--- config.mk ---
export PLATFORM = sky130hd
export DESIGN_NAME = simon_round_controller
export DESIGN_NICKNAME = d
export VERILOG_FILES = /design/src/rtl/simon_pkg.sv /design/src/rtl/simon_tick_timer.sv /design/src/rtl/simon_round_controller.sv
export SDC_FILE = /design/constraint.sdc
export NUM_CORES = 1
export LEC_CHECK = 0
export BUFFER_PORTS_ARGS = -buffer_cell sky130_fd_sc_hd__buf_2
export CORE_ASPECT_RATIO = 1.25
export CORE_MARGIN = 2
export CORE_UTILIZATION = 60
export DETAILED_ROUTE_END_ITERATION = 10
export HOLD_SLACK_MARGIN = 0.15
export PLACE_DENSITY = 0.9
export SETUP_SLACK_MARGIN = 0.5
export SLEW_MARGIN = 10
export SYNTH_ARGS = -nofsm -noshare
export SYNTH_HDL_FRONTEND = slang
export SYNTH_SLANG_ARGS = --single-unit
--- constraint.sdc ---
create_clock -name clk_i -period 4 [get_ports clk_i]
set_clock_uncertainty 0.2 [all_clocks]
set_input_delay 0.8 -clock clk_i [delete_from_list [all_inputs] [get_ports clk_i]]
set_output_delay 0.8 -clock clk_i [all_outputs]
set_load 0.005 [all_outputs]
--- src/rtl/simon_pkg.sv ---
// Shared types and helpers for the Simon round controller.
package simon_pkg;

    typedef enum logic [3:0] {
        StIdle,
        StCapture,
        StLoad,
        StShowOn,
        StShowOff,
        StWaitIn,
        StRoundUp,
        StWin,
        StLose
    } state_e;

    typedef logic [1:0] colour_t;

    localparam int unsigned MAX_ROUND = 4;

    function automatic logic [3:0] colour_onehot(colour_t c);
        return 4'b0001 << c;
    endfunction

    // Colour k occupies seq[2k+1:2k].
    function automatic colour_t colour_at(logic [7:0] seq, logic [1:0] k);
        return colour_t'(seq >> {k, 1'b0});
    endfunction

endpackage

--- src/rtl/simon_tick_timer.sv ---
// Loadable down-counter; done_o is high while the count sits at zero.
module simon_tick_timer #(
    parameter int unsigned Width = 8
) (
    input  logic             clk_i,
    input  logic             rst_ni,
    input  logic             load_i,
    input  logic [Width-1:0] value_i,
    output logic             done_o
);

    logic [Width-1:0] count_q, count_d;

    always_comb begin
        count_d = count_q;
        if (load_i) begin
            count_d = value_i;
        end else if (count_q != '0) begin
            count_d = count_q - 1'b1;
        end
    end

    always_ff @(posedge clk_i or negedge rst_ni) begin
        if (!rst_ni) begin
            count_q <= '0;
        end else begin
            count_q <= count_d;
        end
    end

    assign done_o = (count_q == '0);

endmodule

--- src/rtl/simon_round_controller.sv ---
// Simon game sequencer: captures an RNG value, plays rounds 1..4, checks presses.
// Optional press timeout in WAIT_IN is enabled by defining SIMON_TIMEOUT_EN.
module simon_round_controller
    import simon_pkg::*;
#(
    parameter int unsigned STEP_TICKS    = 50_000_000,
    parameter int unsigned GAP_TICKS     = 25_000_000,
    parameter int unsigned TIMEOUT_TICKS = 250_000_000
) (
    input  logic       clk_i,
    input  logic       rst_ni,
    input  logic       start_btn_i,
    input  logic [7:0] seq_in_i,
    input  logic [3:0] btn_i,
    output logic       rng_capture_o,
    output logic [3:0] led_o,
    output logic [2:0] round_o,
    output logic       busy_o,
    output logic       win_o,
    output logic       lose_o
);

    localparam int unsigned MaxSg    = (STEP_TICKS > GAP_TICKS) ? STEP_TICKS : GAP_TICKS;
    localparam int unsigned MaxTicks = (MaxSg > TIMEOUT_TICKS) ? MaxSg : TIMEOUT_TICKS;
    localparam int unsigned TimerW   = $clog2(MaxTicks + 1);

    localparam logic [TimerW-1:0] StepLoad = TimerW'(STEP_TICKS - 1);
    localparam logic [TimerW-1:0] GapLoad  = TimerW'(GAP_TICKS - 1);
`ifdef SIMON_TIMEOUT_EN
    localparam logic [TimerW-1:0] TimeoutLoad = TimerW'(TIMEOUT_TICKS - 1);
`endif

    state_e      state_q, state_d;
    logic [7:0]  seq_q, seq_d;
    logic [1:0]  step_q, step_d;
    logic [1:0]  idx_q, idx_d;
    logic [2:0]  round_q, round_d;

    logic        tmr_load;
    logic [TimerW-1:0] tmr_value;
    logic        tmr_done;

    logic        rng_capture_q, rng_capture_d;
    logic [3:0]  led_q, led_d;
    logic        busy_q, busy_d;
    logic        win_q, win_d;
    logic        lose_q, lose_d;

    logic [3:0]  expected_btn;
    assign expected_btn = colour_onehot(colour_at(seq_q, idx_q));

    simon_tick_timer #(
        .Width(TimerW)
    ) u_timer (
        .clk_i  (clk_i),
        .rst_ni (rst_ni),
        .load_i (tmr_load),
        .value_i(tmr_value),
        .done_o (tmr_done)
    );

    always_ff @(posedge clk_i or negedge rst_ni) begin
        if (!rst_ni) begin
            state_q <= StIdle;
            seq_q   <= '0;
            step_q  <= '0;
            idx_q   <= '0;
            round_q <= '0;
        end else begin
            state_q <= state_d;
            seq_q   <= seq_d;
            step_q  <= step_d;
            idx_q   <= idx_d;
            round_q <= round_d;
        end
    end

    always_comb begin
        state_d   = state_q;
        seq_d     = seq_q;
        step_d    = step_q;
        idx_d     = idx_q;
        round_d   = round_q;
        tmr_load  = 1'b0;
        tmr_value = '0;
        unique case (state_q)
            StIdle, StWin, StLose: begin
                if (start_btn_i) begin
                    state_d = StCapture;
                end
            end
            StCapture: state_d = StLoad;
            StLoad: begin
                seq_d     = seq_in_i;
                round_d   = 3'd1;
                step_d    = '0;
                state_d   = StShowOn;
                tmr_load  = 1'b1;
                tmr_value = StepLoad;
            end
            StShowOn: begin
                if (tmr_done) begin
                    state_d   = StShowOff;
                    tmr_load  = 1'b1;
                    tmr_value = GapLoad;
                end
            end
            StShowOff: begin
                if (tmr_done) begin
                    step_d = step_q + 2'd1;
                    if ({1'b0, step_q} + 3'd1 == round_q) begin
                        state_d = StWaitIn;
                        idx_d   = '0;
`ifdef SIMON_TIMEOUT_EN
                        tmr_load  = 1'b1;
                        tmr_value = TimeoutLoad;
`endif
                    end else begin
                        state_d   = StShowOn;
                        tmr_load  = 1'b1;
                        tmr_value = StepLoad;
                    end
                end
            end
            StWaitIn: begin
                // A press always wins over a simultaneous timeout expiry.
                if (btn_i != '0) begin
                    if (btn_i == expected_btn) begin
                        if ({1'b0, idx_q} + 3'd1 == round_q) begin
                            state_d   = StRoundUp;
                            tmr_load  = 1'b1;
                            tmr_value = GapLoad;
                        end else begin
                            idx_d = idx_q + 2'd1;
`ifdef SIMON_TIMEOUT_EN
                            tmr_load  = 1'b1;
                            tmr_value = TimeoutLoad;
`endif
                        end
                    end else begin
                        state_d = StLose;
                    end
                end
`ifdef SIMON_TIMEOUT_EN
                else if (tmr_done) begin
                    state_d = StLose;
                end
`endif
            end
            StRoundUp: begin
                if (round_q == 3'(MAX_ROUND)) begin
                    state_d = StWin;
                end else if (tmr_done) begin
                    round_d   = round_q + 3'd1;
                    step_d    = '0;
                    state_d   = StShowOn;
                    tmr_load  = 1'b1;
                    tmr_value = StepLoad;
                end
            end
            default: state_d = StIdle;
        endcase
    end

    // Outputs are registered from next-state values so they line up with state_q.
    always_comb begin
        rng_capture_d = (state_d == StCapture);
        led_d         = '0;
        if (state_d == StShowOn) begin
            led_d = colour_onehot(colour_at(seq_d, step_d));
        end else if (state_d == StWin) begin
            led_d = 4'hF;
        end
        busy_d = !(state_d inside {StIdle, StWin, StLose});
        win_d  = (state_d == StWin);
        lose_d = (state_d == StLose);
    end

    always_ff @(posedge clk_i or negedge rst_ni) begin
        if (!rst_ni) begin
            rng_capture_q <= 1'b0;
            led_q         <= '0;
            busy_q        <= 1'b0;
            win_q         <= 1'b0;
            lose_q        <= 1'b0;
        end else begin
            rng_capture_q <= rng_capture_d;
            led_q         <= led_d;
            busy_q        <= busy_d;
            win_q         <= win_d;
            lose_q        <= lose_d;
        end
    end

    assign rng_capture_o = rng_capture_q;
    assign led_o         = led_q;
    assign round_o       = round_q;
    assign busy_o        = busy_q;
    assign win_o         = win_q;
    assign lose_o        = lose_q;

endmodule
==> results.txt <==
----------------------------------------------------
[Timing]
  Least-Margin Pin Slew ... 0.760 ns
  Period utilization ... 0.865
  Final setup violation count ... 0
  Fmax ... 0.289 GHz
  Final period demand of the worst path ... 3.46 ns
  Unrepaired setup endpoints after global routing ... yes
  Final hold violation count ... 0
  Max-slew headroom ... 0.490
  Sum Neg Setup Slack ... 0 ns
  Smallest hold slack ... 0.259 ns
  Fin. max-slew vios ... 0

[Logic synthesis]
  Gate Count Post-Synth ... 308
  FF+latch count, synth ... 55
  EDFF count, synth ... 0
  Top cells by area, synth ... sky130_fd_sc_hd__dfrtp_1, sky130_fd_sc_hd__xnor2_1, sky130_fd_sc_hd__nor2_1
  Top cell type by total area after synthesis ... sky130_fd_sc_hd__dfrtp_1
  Predominant post-synthesis flop cell ... sky130_fd_sc_hd__dfrtp_1
  Portion of synthesized cell area occupied by the leading cell type ... 0.448
  Proportion of synthesized chip area in sequential cells ... 0.448
  Library cell with the highest instance count after synthesis ... sky130_fd_sc_hd__dfrtp_1
  Number of nets produced by synthesis ... 330
  Yosys warns ... 0
  Cell area after synthesis ... 3070 um2
  Syn Area/Cell ... 9.98 um2
  Share of flip-flops with an asynchronous set or reset ... 1.00
  Most instantiated cells after synthesis ... sky130_fd_sc_hd__dfrtp_1, sky130_fd_sc_hd__nor2_1, sky130_fd_sc_hd__nand2_1, sky130_fd_sc_hd__xnor2_1, sky130_fd_sc_hd__nor3_1
  Yosys cell types ... 52

[Global routing]
  Remaining global-route overflow ... 0
  Global-route usage over all layers ... 0.266
  Global-route wire length before repair ... 11.4 mm
  Number of antenna violations at the first check in global routing ... 0
  Number of global-route vias before repair ... 2514
  Maximum number of pins on one net before global-route repair ... 33

[Worst setup path]
  Peak fanout along the critical path ... 4
  Critical path data required time ... 4.00 ns
  Kind of capture point of the worst setup path ... register
  Cell at the slowest stage of the critical path ... sky130_fd_sc_hd__or4_4
  Worst-path cell chain ... or4_4 -> or3_4 -> or3_4 -> ha_4 -> and2b_2 -> a221o_2 -> mux2_4 -> a31o_1
  Worst endpoint data arrival time ... 3.46 ns
  Largest stage delay on the critical path ... 0.55 ns
  Crit start category ... register
  Most common cell on crit path ... sky130_fd_sc_hd__or3_4
  Type of the setup path with the least slack ... register to register

[CTS]
  Max H-tree Level ... 2
  CTS hold repair buffers ... 0
  Clock-pin transition on the worst setup and hold timing paths ... 0.09 ns
  Num Clock Sinks ... 55
  CTS root buffer ... sky130_fd_sc_hd__clkbuf_8
  TritonCTS Buffers ... 5
  TritonCTS clock tree ... yes
  Largest buffer count on any clock path ... 2
  Insertion delay to the later sink of the worst-skew pair ... 0.31 ns

[Floorplan]
  Horizontal extent of the die ... 68.0 um
  # IOs ... 26
  Overall die height ... 84.0 um
  Die ar. ... 5710 um2
  Placement row count ... 29
  Initial core utilization ... 0.614
  Placeable core region ... 5010 um2

[Placed design]
  HPWL after detailed placement ... 5.12 mm
  Count of port buffers added during placement ... 25
  Area post-placement ... 3270 um2
  Final GP Congestion ... 0.865

[Power and ir drop]
  Leakage power ... 1.46 nW
  Power per standard cell area ... 457 nW/um2
  Maximum VDD drop ... 335 uV

[Cells and area]
  Share of cells above drive strength 1 ... 0.213
  Post-layout nets ... 363
  Area growth from synthesis to layout ... 11.2%
  Final design area excluding fillers ... 3420 um2
  Antenna cell count ... 0
  # fillers ... 397

[Detailed routing]
  WL final ... 6.85 mm
  Number of routed nets with antenna violations ... 0
  First-iteration detailed-routing DRC count ... 140
  DRC viols ... 0
  Via total after detailed routing ... 2439
  Post-DR wirelength/cell ... 17.0 um
  Number of detailed-route iterations in the first pass ... 4
  Number of vias per cell ... 6.04

[Outcome]
  Status ... complete, no violations

[Job]
  Max-cap check violation count ... 0

[Hold path]
  Class of the worst hold path ... primary input to async pin

----------------------------------------------------
worst max-delay path: cells and delay by family (launching register included):
family,cells,cell delay [ns]
adder cells (fa/ha/maj),1,0.27
multiplexers,1,0.34
AO/OA/AOI/OAI,2,0.57
AND/OR/NAND/NOR,4,1.55
flip-flops,1,0.43
power by group:
group / switching [mW] / internal [mW]
sequential: 0.0704 / 0.652
combinational: 0.308 / 0.238
clock: 0.171 / 0.123
total: 0.549 / 1.01
final timing paths:
check / from / endpoint / slack, ns / depth (start not counted)
worst max-delay path: u_timer.count_q[10] / led_o[1] / 0.54 / 8
worst max register to register: u_timer.count_q[10] / led_o[1] / 0.54 / 8
max in group asynchronous: rst_ni / seq_q[6] / 2.54 / 2
worst min-delay path: rst_ni / u_timer.count_q[19] / 0.26 / 1
worst min register to register: u_timer.count_q[4] / u_timer.count_q[4] / 0.33 / 2
min in group clk_i: u_timer.count_q[4] / u_timer.count_q[4] / 0.33 / 2
state kept, by name, summed over array words and instances, names as in the netlist:
register and flops:
state_q 4, led_o 4, lose_o 1, step_q 2, busy_o 1, round_o 3
rng_capture_o 1, seq_q 8, win_o 1, idx_q 2, u_timer.count_q 28
kinds of logic after synthesis:
| kind of cell | after synthesis | synth area share |
|---|---|---|
| flops | 55 | 0.448 |
| mux | 22 | 0.0884 |
| buf+inv | 19 | 0.0261 |
| fa+ha+maj | 7 | 0.0285 |
| xor+xnor | 31 | 0.0884 |
| compound gates | 40 | 0.0884 |
| simple gates | 134 | 0.232 |
metal layers:
metal  share of wire  up-vias  global-route usage
met4           0.030        0               0.127
li1                -     1164                   -
met2            0.55       54               0.473
met3           0.027       19              0.0445
met1            0.39     1202               0.293
met5               0        -                   0
final cells by class:
type	count	area, um2	area share
Multi-Input combinational cell	234	1650	0.484
Tap cell	62	77.6	0.0227
Clock buffer	7	76.3	0.0223
Sequential cell	55	1380	0.403
Inverter	12	45.0	0.0132
Timing Repair Buffer	33	185	0.0542
Clock inverter	1	5.00	0.00146
placed cells by master (no fill, tap or decap), drive strengths merged, types with 8 or more instances in the layout:
| cell | n |
|---|---|
| o21ai | 13 |
| nor2 | 33 |
| mux2 | 11 |
| buf | 33 |
| xnor2 | 17 |
| mux2i | 8 |
| inv | 12 |
| xor2 | 14 |
| nor3 | 15 |
| dfrtp | 55 |
| nand2 | 31 |
stage by stage:
step / power [mW] / std cells / utilization / worst slack (ns)
detailed placement: 1.26 / 392 / 0.654 / 0.452
global route: 1.66 / 404 / 0.683 / 0.464
finish: 1.56 / 404 / 0.683 / 0.541
global placement: 1.24 / 392 / 0.654 / 0.532
floorplan: 1.11 / 308 / - / 0.566
CTS: 1.56 / 400 / 0.671 / 0.508
repair_timing:
| item | 4_1_cts | 5_1_grt |
|---|---|---|
| endpoints found under the setup margin | 4 | 17 |
| setup buffers | 0 | 4 |
| hold endpoints to repair | 0 | 0 |
| resized for setup | 1 | 5 |
| pin swaps | 0 | 5 |
(Power assumes the default switching activity.)
